--- config.mk ---
export PLATFORM = sky130hd
export DESIGN_NAME = apb_i2c_regbank_flat
export DESIGN_NICKNAME = d
export VERILOG_FILES = /design/src/rtl/apb_i2c_pkg.sv /design/src/rtl/apb_i2c_regbank_if.sv /design/src/rtl/apb_i2c_int_ctrl.sv /design/src/rtl/apb_i2c_regbank.sv /design/src/flat_wrapper.sv
export SDC_FILE = /design/constraint.sdc
export NUM_CORES = 1
export LEC_CHECK = 0
export ABC_AREA = 1
export BUFFER_PORTS_ARGS = -buffer_cell sky130_fd_sc_hd__buf_2
export CORE_MARGIN = 4
export CORE_UTILIZATION = 38
export DETAILED_ROUTE_END_ITERATION = 8
export PLACE_DENSITY = 0.77
export SETUP_SLACK_MARGIN = 0.1
export SLEW_MARGIN = 5
export SYNTH_ARGS = -nofsm -noshare
export SYNTH_HDL_FRONTEND = slang
export SYNTH_HIERARCHICAL = 1
export SYNTH_SLANG_ARGS = --single-unit
export TNS_END_PERCENT = 20
--- constraint.sdc ---
create_clock -name PCLK -period 5 [get_ports PCLK]
set_input_delay 1.5 -clock PCLK [delete_from_list [all_inputs] [get_ports PCLK]]
set_output_delay 1.5 -clock PCLK [all_outputs]
set_load 0.005 [all_outputs]
--- src/rtl/apb_i2c_pkg.sv ---
// Shared definitions for the APB front-end of the I2C core: FSM state type,
// register offsets, interrupt and STATUS bit positions.
package apb_i2c_pkg;

    typedef enum logic [1:0] {
        ST_IDLE   = 2'd0,
        ST_SETUP  = 2'd1,
        ST_ACCESS = 2'd2
    } apb_state_e;

    localparam int TXDATA_OFS   = 'h00;
    localparam int RXDATA_OFS   = 'h04;
    localparam int CFG_BASE_OFS = 'h08;

    localparam int INT_W    = 3;
    localparam int INT_TXE  = 0;
    localparam int INT_RXNE = 1;
    localparam int INT_ERR  = 2;

    localparam int STAT_TX_FULL  = 0;
    localparam int STAT_TX_EMPTY = 1;
    localparam int STAT_RX_EMPTY = 2;
    localparam int STAT_ERROR    = 3;

    // STATUS sits directly after the last config register.
    function automatic int status_ofs(input int num_cfg);
        return CFG_BASE_OFS + 4 * num_cfg;
    endfunction

endpackage

--- src/rtl/apb_i2c_regbank_if.sv ---
// APB completer-side bus bundle. Optional byte strobes under APB4_PSTRB_EN.
interface apb_i2c_regbank_if #(
    parameter int ADDR_W = 32,
    parameter int DATA_W = 32
);
    logic              PSELx;
    logic              PENABLE;
    logic              PWRITE;
    logic [ADDR_W-1:0] PADDR;
    logic [DATA_W-1:0] PWDATA;
`ifdef APB4_PSTRB_EN
    logic [DATA_W/8-1:0] PSTRB;
`endif
    logic [DATA_W-1:0] PRDATA;
    logic              PREADY;
    logic              PSLVERR;

    modport master (
        output PSELx, PENABLE, PWRITE, PADDR, PWDATA,
`ifdef APB4_PSTRB_EN
        output PSTRB,
`endif
        input  PRDATA, PREADY, PSLVERR
    );

    modport slave (
        input  PSELx, PENABLE, PWRITE, PADDR, PWDATA,
`ifdef APB4_PSTRB_EN
        input  PSTRB,
`endif
        output PRDATA, PREADY, PSLVERR
    );
endinterface

--- src/rtl/apb_i2c_int_ctrl.sv ---
// Interrupt block: edge detection on the FIFO/error levels, sticky status
// with write-1-to-clear, byte-maskable enable mask and the derived outputs.
module apb_i2c_int_ctrl
    import apb_i2c_pkg::*;
(
    input  logic             clk,
    input  logic             rst,
    input  logic             tx_empty,
    input  logic             rx_empty,
    input  logic             error,
    input  logic [INT_W-1:0] stat_clr,
    input  logic             mask_we,
    input  logic [INT_W-1:0] mask_wdata,
    input  logic [INT_W-1:0] mask_bmask,
    output logic [INT_W-1:0] stat,
    output logic [INT_W-1:0] mask,
    output logic             int_tx,
    output logic             int_rx,
    output logic             irq
);
    logic [INT_W-1:0] src;
    logic [INT_W-1:0] src_prev_q;
    logic [INT_W-1:0] rise;
    logic [INT_W-1:0] stat_q;
    logic [INT_W-1:0] mask_q;

    // RX "data arrived" is the falling edge of RX_EMPTY, so invert it here.
    always_comb begin
        src           = '0;
        src[INT_TXE]  = tx_empty;
        src[INT_RXNE] = ~rx_empty;
        src[INT_ERR]  = error;
        rise          = src & ~src_prev_q;
    end

    // Previous-level capture; during reset it tracks the inputs so that
    // levels already present at reset release do not fake an edge.
    always_ff @(posedge clk) begin
        src_prev_q <= src;
    end

    // Sticky status: a new event wins over a simultaneous clear.
    always_ff @(posedge clk) begin
        if (rst) stat_q <= '0;
        else     stat_q <= (stat_q & ~stat_clr) | rise;
    end

    // Interrupt enable mask, written under the byte-lane mask.
    always_ff @(posedge clk) begin
        if (rst)          mask_q <= '0;
        else if (mask_we) mask_q <= (mask_q & ~mask_bmask) | (mask_wdata & mask_bmask);
    end

    assign stat   = stat_q;
    assign mask   = mask_q;
    assign int_tx = stat_q[INT_TXE] & mask_q[INT_TXE];
    assign int_rx = stat_q[INT_RXNE] & mask_q[INT_RXNE];
    assign irq    = |(stat_q & mask_q);

endmodule

--- src/rtl/apb_i2c_regbank.sv ---
// APB completer front-end for the I2C core: TX/RX FIFO ports, NUM_CFG config
// registers, STATUS, and a sticky maskable interrupt block.
// Optional feature macro: APB4_PSTRB_EN (byte write strobes).
module apb_i2c_regbank
    import apb_i2c_pkg::*;
#(
    parameter int DATA_W      = 32,
    parameter int ADDR_W      = 32,
    parameter int CFG_W       = 14,
    parameter int NUM_CFG     = 2,
    parameter int WAIT_STATES = 0
) (
    input  logic                     PCLK,
    input  logic                     PRESET,
    apb_i2c_regbank_if.slave         apb,
    input  logic [DATA_W-1:0]        READ_DATA_ON_RX,
    input  logic                     TX_FULL,
    input  logic                     TX_EMPTY,
    input  logic                     RX_EMPTY,
    input  logic                     ERROR,
    output logic [DATA_W-1:0]        WRITE_DATA_ON_TX,
    output logic                     WR_ENA,
    output logic                     RD_ENA,
    output logic [NUM_CFG*CFG_W-1:0] I2C_CFG,
    output logic                     INT_TX,
    output logic                     INT_RX,
    output logic                     IRQ
);
    localparam int STATUS_OFS  = status_ofs(NUM_CFG);
    localparam int INTSTAT_OFS = STATUS_OFS + 4;
    localparam int INTMASK_OFS = STATUS_OFS + 8;

`ifdef APB4_PSTRB_EN
    function automatic logic [DATA_W-1:0] expand_strb(input logic [DATA_W/8-1:0] s);
        logic [DATA_W-1:0] r;
        for (int b = 0; b < DATA_W/8; b++) r[b*8 +: 8] = {8{s[b]}};
        return r;
    endfunction
`endif

    apb_state_e         state_q, state_d;
    logic [3:0]         cnt_q, cnt_d;
    logic               xfer_done;
    logic               fire;

    logic               hit_tx, hit_rx, hit_stat, hit_istat, hit_imask;
    logic [NUM_CFG-1:0] cfg_sel;
    logic               mapped;
    logic               slverr;
    logic               wr_ok, rd_ok;
    logic [DATA_W-1:0]  byte_mask;
    logic               strb_full;
    logic [DATA_W-1:0]  rdata_mux;

    logic [CFG_W-1:0]   cfg_q [NUM_CFG];
    logic [INT_W-1:0]   int_stat, int_mask;

    // Transfer state register.
    always_ff @(posedge PCLK) begin
        if (PRESET) begin
            state_q <= ST_IDLE;
            cnt_q   <= '0;
        end else begin
            state_q <= state_d;
            cnt_q   <= cnt_d;
        end
    end

    // Next state. SETUP is held during the first enable cycle, so with no
    // wait states the transfer completes there; otherwise ACCESS counts down
    // the remaining WAIT_STATES cycles.
    always_comb begin
        state_d   = state_q;
        cnt_d     = cnt_q;
        xfer_done = 1'b0;
        case (state_q)
            ST_IDLE: begin
                if (apb.PSELx && !apb.PENABLE) state_d = ST_SETUP;
            end
            ST_SETUP: begin
                if (!apb.PSELx) begin
                    state_d = ST_IDLE;
                end else if (apb.PENABLE) begin
                    if (WAIT_STATES == 0) begin
                        xfer_done = 1'b1;
                        state_d   = ST_IDLE;
                    end else begin
                        state_d = ST_ACCESS;
                        cnt_d   = 4'(WAIT_STATES - 1);
                    end
                end
            end
            ST_ACCESS: begin
                if (!apb.PSELx) begin
                    state_d = ST_IDLE;
                end else if (cnt_q == '0) begin
                    xfer_done = 1'b1;
                    state_d   = ST_IDLE;
                end else begin
                    cnt_d = cnt_q - 4'd1;
                end
            end
            default: state_d = ST_IDLE;
        endcase
    end

    // A reset in the completion cycle must not leak a PREADY or strobe.
    assign fire = xfer_done & ~PRESET;

    // Address decode, byte strobes and error classification.
    always_comb begin
        hit_tx    = apb.PADDR == ADDR_W'(TXDATA_OFS);
        hit_rx    = apb.PADDR == ADDR_W'(RXDATA_OFS);
        hit_stat  = apb.PADDR == ADDR_W'(STATUS_OFS);
        hit_istat = apb.PADDR == ADDR_W'(INTSTAT_OFS);
        hit_imask = apb.PADDR == ADDR_W'(INTMASK_OFS);
        cfg_sel   = '0;
        for (int i = 0; i < NUM_CFG; i++)
            cfg_sel[i] = apb.PADDR == ADDR_W'(CFG_BASE_OFS + 4 * i);
        mapped = hit_tx | hit_rx | hit_stat | hit_istat | hit_imask | (|cfg_sel);
`ifdef APB4_PSTRB_EN
        byte_mask = expand_strb(apb.PSTRB);
        strb_full = &apb.PSTRB;
`else
        byte_mask = '1;
        strb_full = 1'b1;
`endif
        slverr = !mapped
               | ( apb.PWRITE & (hit_rx | hit_stat))
               | (!apb.PWRITE & hit_tx)
               | ( apb.PWRITE & hit_tx & (TX_FULL | !strb_full))
               | (!apb.PWRITE & hit_rx & RX_EMPTY);
        wr_ok = fire &  apb.PWRITE & !slverr;
        rd_ok = fire & !apb.PWRITE & !slverr;
    end

    // Read data mux, zero-extended register contents.
    always_comb begin
        rdata_mux = '0;
        if (hit_rx)    rdata_mux = READ_DATA_ON_RX;
        if (hit_stat)  rdata_mux = DATA_W'({ERROR, RX_EMPTY, TX_EMPTY, TX_FULL});
        if (hit_istat) rdata_mux = DATA_W'(int_stat);
        if (hit_imask) rdata_mux = DATA_W'(int_mask);
        for (int i = 0; i < NUM_CFG; i++)
            if (cfg_sel[i]) rdata_mux = DATA_W'(cfg_q[i]);
    end

    // Config registers, byte-merged under the write strobes.
    always_ff @(posedge PCLK) begin
        if (PRESET) begin
            for (int i = 0; i < NUM_CFG; i++) cfg_q[i] <= '0;
        end else begin
            for (int i = 0; i < NUM_CFG; i++)
                if (wr_ok && cfg_sel[i])
                    cfg_q[i] <= (cfg_q[i] & ~byte_mask[CFG_W-1:0])
                              | (apb.PWDATA[CFG_W-1:0] & byte_mask[CFG_W-1:0]);
        end
    end

    // Flatten config registers onto the core-facing bus.
    always_comb begin
        I2C_CFG = '0;
        for (int i = 0; i < NUM_CFG; i++) I2C_CFG[i*CFG_W +: CFG_W] = cfg_q[i];
    end

    apb_i2c_int_ctrl u_int_ctrl (
        .clk        (PCLK),
        .rst        (PRESET),
        .tx_empty   (TX_EMPTY),
        .rx_empty   (RX_EMPTY),
        .error      (ERROR),
        .stat_clr   ((wr_ok && hit_istat) ? (apb.PWDATA[INT_W-1:0] & byte_mask[INT_W-1:0])
                                          : {INT_W{1'b0}}),
        .mask_we    (wr_ok && hit_imask),
        .mask_wdata (apb.PWDATA[INT_W-1:0]),
        .mask_bmask (byte_mask[INT_W-1:0]),
        .stat       (int_stat),
        .mask       (int_mask),
        .int_tx     (INT_TX),
        .int_rx     (INT_RX),
        .irq        (IRQ)
    );

    assign apb.PREADY       = fire;
    assign apb.PSLVERR      = fire & slverr;
    assign apb.PRDATA       = rd_ok ? rdata_mux : '0;
    assign WRITE_DATA_ON_TX = apb.PWDATA;
    assign WR_ENA           = wr_ok & hit_tx;
    assign RD_ENA           = rd_ok & hit_rx;

endmodule

--- src/flat_wrapper.sv ---
// flat-port wrapper written by rule: the top's interface ports become plain ports
module apb_i2c_regbank_flat import apb_i2c_pkg::*;
#(
    parameter int DATA_W      = 32,
    parameter int ADDR_W      = 32,
    parameter int CFG_W       = 14,
    parameter int NUM_CFG     = 2,
    parameter int WAIT_STATES = 0
)
  (PCLK, PRESET, READ_DATA_ON_RX, TX_FULL, TX_EMPTY, RX_EMPTY, ERROR, WRITE_DATA_ON_TX, WR_ENA, RD_ENA, I2C_CFG, INT_TX, INT_RX, IRQ, apb_PSELx, apb_PENABLE, apb_PWRITE, apb_PADDR, apb_PWDATA, apb_PRDATA, apb_PREADY, apb_PSLVERR);
  apb_i2c_regbank_if #(.ADDR_W(ADDR_W), .DATA_W(DATA_W)) apb_i ();
  input  logic PCLK;
  input  logic PRESET;
  input  logic [DATA_W-1:0] READ_DATA_ON_RX;
  input  logic TX_FULL;
  input  logic TX_EMPTY;
  input  logic RX_EMPTY;
  input  logic ERROR;
  output logic [DATA_W-1:0] WRITE_DATA_ON_TX;
  output logic WR_ENA;
  output logic RD_ENA;
  output logic [NUM_CFG*CFG_W-1:0] I2C_CFG;
  output logic INT_TX;
  output logic INT_RX;
  output logic IRQ;
  input wire logic [$bits(apb_i.PSELx)-1:0] apb_PSELx;
  input wire logic [$bits(apb_i.PENABLE)-1:0] apb_PENABLE;
  input wire logic [$bits(apb_i.PWRITE)-1:0] apb_PWRITE;
  input wire logic [$bits(apb_i.PADDR)-1:0] apb_PADDR;
  input wire logic [$bits(apb_i.PWDATA)-1:0] apb_PWDATA;
  output wire logic [$bits(apb_i.PRDATA)-1:0] apb_PRDATA;
  output wire logic [$bits(apb_i.PREADY)-1:0] apb_PREADY;
  output wire logic [$bits(apb_i.PSLVERR)-1:0] apb_PSLVERR;
  assign apb_i.PSELx = apb_PSELx;
  assign apb_i.PENABLE = apb_PENABLE;
  assign apb_i.PWRITE = apb_PWRITE;
  assign apb_i.PADDR = apb_PADDR;
  assign apb_i.PWDATA = apb_PWDATA;
  assign apb_PRDATA = apb_i.PRDATA;
  assign apb_PREADY = apb_i.PREADY;
  assign apb_PSLVERR = apb_i.PSLVERR;
  apb_i2c_regbank #(.DATA_W(DATA_W), .ADDR_W(ADDR_W), .CFG_W(CFG_W), .NUM_CFG(NUM_CFG), .WAIT_STATES(WAIT_STATES)) u_core (.PCLK(PCLK), .PRESET(PRESET), .apb(apb_i), .READ_DATA_ON_RX(READ_DATA_ON_RX), .TX_FULL(TX_FULL), .TX_EMPTY(TX_EMPTY), .RX_EMPTY(RX_EMPTY), .ERROR(ERROR), .WRITE_DATA_ON_TX(WRITE_DATA_ON_TX), .WR_ENA(WR_ENA), .RD_ENA(RD_ENA), .I2C_CFG(I2C_CFG), .INT_TX(INT_TX), .INT_RX(INT_RX), .IRQ(IRQ));
endmodule
==> run_results.csv <==
group,metric,value,unit
drt,detail_route.first_pass.iterations,5,
synth,ys_warn_count,6,
worst_setup_path,path_common_cell,"nor2_1",
place,place.gp.congestion,0.857,
timing,final-setup-viol-count,0,
place,port_buffers,167,
clocking,clock_sinks,38,
worst_setup_path,r2r_slack,3.23,ns
synth,avgSynthCellArea,7.04,um^2
floorplan,initial_core_util,39.2,%
drt,wire_per_inst,13.9,um
floorplan,die_y,91.7,um
synth,synth_cell_type_count,31,
timing,fin_skew,0.00785,ns
synth,synth_area_leaders,"edfxtp_1 (32%), nand2_1 (13%), nor2_1 (10%)",
synth,synth-seq-cells,38,
worst_setup_path,critPathSlowestCell,"nor2_1",
final_layout,nets,630,
clocking,clkLatencyLatePin,0.29,ns
synth,yosysTopAreaCellShare,31.6,%
synth,synth_top_family_by_area,"simple AND/OR/NAND/NOR gates",
clocking,cts_buffers,5,
clocking,clk_path_buf_depth,2,
run_status,status,"completed",
synth,synth_simple_gate_area_share,35.7,%
synth,synth-compound-area-share,6.72,%
floorplan,fp.coreArea,0.00679,mm^2
floorplan,dieArea,0.00841,mm^2
timing,setup-tns-final,0,ns
worst_setup_path,slowest_delay,0.22,ns
floorplan,io_pins,204,
worst_setup_path,critPathBufInv,2,
run,max-cap-violations,0,
timing,rsz0062_at_grt,"yes",
grt,grt_pass1_wl,13000,um
drt,drtIter0Drc,108,
grt,grt_max_degree,26,
timing,drv_slew,0,
power,p_leak,1.93,nW
final_layout,antenna_cells,0,
power,power_per_cell_area,210,mW/mm^2
clocking,h-tree-depth,2,
power,max-vdd-ir-drop,0.180,mV
synth,synthMuxAreaShare,0,%
timing,worst_slack,0.209,ns
synth,synthAdderAreaFrac,0,%
synth,synth_area_leader_cell,"edfxtp_1",
grt,antenna_found_initial,0,
clocking,cts_tree,"built",
timing,finalHoldViolCount,0,
place,place_ws,0.231,ns
timing,fin_hold_ws,0.486,ns
grt,gr-total-overflow,0,
clocking,clk_pin_slew,0.08,ns
worst_setup_path,worstPathArrival,3.29,ns
final_layout,fin_util,53.0,%
min_path,hp-class,"flip-flop to flip-flop",
worst_setup_path,crit_path_end_kind,"output pin",
grt,grt_use_total,19.0,%
synth,netlist_instances,378,
floorplan,die_x,91.7,um
floorplan,rows,30,
drt,via_count,2833,
drt,drc_errors,0,
worst_setup_path,critical_path_class,"primary input to output pin",
drt,postRouteAntennaNets,0,
timing,max_freq,209,MHz
worst_setup_path,crit_chain,"buf_2 > nor2_1 > nand2_1 > nor2_1 > nand2_2 > nor2_4 > nand3_4 > nand3_2 > nor2_2 > nor2_8 > nand2_2 > nor2_1 > buf_2",
clocking,cts-hold-fix-buffers,0,
place,place_hpwl,7050,um
synth,synth_area,0.00266,mm^2
worst_setup_path,critPathRequiredTime,3.50,ns
synth,ys_seq_area_share,39.1,%
power,fin_total_pwr,756,uW
clocking,root_buffer,"clkbuf_8",
synth,synth_xor_xnor_area_share,0,%
final_layout,drive_above_1_share,41.8,%
drt,routed_via_density,4.55,
final_layout,fill_cells,671,
drt,wl,8630,um
worst_setup_path,critical_path.top_delay_family,"simple AND/OR/NAND/NOR gates",
grt,grt_pass1_vias,2714,
timing,fin_crit_sh,95.8,%
timing,period_needed,4.79,ns
worst_setup_path,cp-start-kind,"primary input",
worst_setup_path,crit_fanout,13,
final_layout,synthToLayoutAreaGrowth,35.2,%
-- flip-flops by register name, indices dropped and copies added (netlist names), named ones only --
register                      cells
u_core/cfg_q                     28
u_core/state_q                    1
u_core/u_int_ctrl/src_prev_q      3
u_core/u_int_ctrl/stat            3
-- worst min-delay path: cells and delay by family (launching register included) --
kind	cells	cell delay [ns]
simple gates	1	0.05
flops	1	0.31
compound gates	1	0.05
buf+inv	1	0.03
-- routing by layer --
metal  global-route usage [%]  wire length, um  vias to the layer above
met3                     3.77              743                       11
li1                         -                -                     1437
met5                        0                0                        -
met4                     5.32              159                        0
met1                     21.1             3250                     1246
met2                     36.5             4480                      139
-- Yosys cell counts --
master	number
nor2_1	74
o211ai_4	1
nand3_4	1
inv_1	45
or2_2	1
nor2_4	2
nor2_8	1
clkbuf_1	2
dfxtp_1	10
nor2_2	12
edfxtp_1	28
nor3_1	3
buf_4	33
nand2_2	3
nand3_2	3
nand3_1	19
nand2_1	89
nor4_1	1
buf_6	1
nand3b_1	1
buf_1	1
conb_1	1
clkinv_1	2
o211ai_1	1
nand4_1	4
o21ai_0	18
inv_2	7
a21oi_1	7
o21a_1	2
buf_2	3
o21ai_1	2
-- cell type report --
class	instances	area, um^2	area share [%]
clock buffer	5	68.8	1.91
tap	96	120	3.34
multi-input combinational	248	1160	32.2
sequential	38	1040	28.9
inverter	54	210	5.84
clock inverter	3	68.8	1.91
timing repair buffer	178	931	25.9
-- power by group --
| group | switching [mW] | internal (mW) |
|---|---|---|
| Combinational | 0.0430 | 0.0435 |
| Sequential | 0.00820 | 0.352 |
| Clock | 0.109 | 0.200 |
-- worst paths after layout --
path,from,end,cells after the start
setup / recovery,apb_PADDR[21],apb_PRDATA[14],13
setup reg to reg,u_core/state_q[0],u_core/cfg_q[0][26],6
hold reg to reg,u_core/u_int_ctrl/src_prev_q[2],u_core/u_int_ctrl/stat[2],3
hold / removal,u_core/u_int_ctrl/src_prev_q[2],u_core/u_int_ctrl/stat[2],3
-- cells in the final DEF, fill, tap and decap left out, types with 2 or more instances in the layout --
master / count
buf_4: 10
bufinv_16: 2
nor2_1: 73
nand4_1: 4
nor2_2: 13
nand2_1: 89
nand3_4: 3
clkbuf_8: 5
clkinvlp_4: 2
nand2_2: 3
dfxtp_1: 10
nand3_1: 19
o21a_1: 2
inv_2: 7
edfxtp_1: 28
o21ai_0: 16
inv_1: 45
a21oi_1: 7
conb_1: 3
nor2_4: 2
buf_2: 167
o21ai_1: 4
nor3_1: 3
-- what timing repair did --
action                     4_1_cts  5_1_grt
setup endpoints to repair        0       29
resized for setup                0        5
buffers inserted                 0        6
-- kinds of logic (layout without fill, tap and decap cells) --
| kind of cell | after synthesis | count (layout) |
|---|---|---|
| AO/OA/AOI/OAI | 31 | 31 |
| buffers and inverters | 94 | 240 |
| flip-flops | 38 | 38 |
| AND/OR/NAND/NOR | 214 | 214 |
| other | 1 | 3 |
-- metrics by stage --
stage               cells  area (um^2)
finish                622         3600
global route          622         3600
CTS                   616         3520
detailed placement    608         3380
global placement      608         3380
floorplan             380         2670
Power figures use the tool's default switching activity.
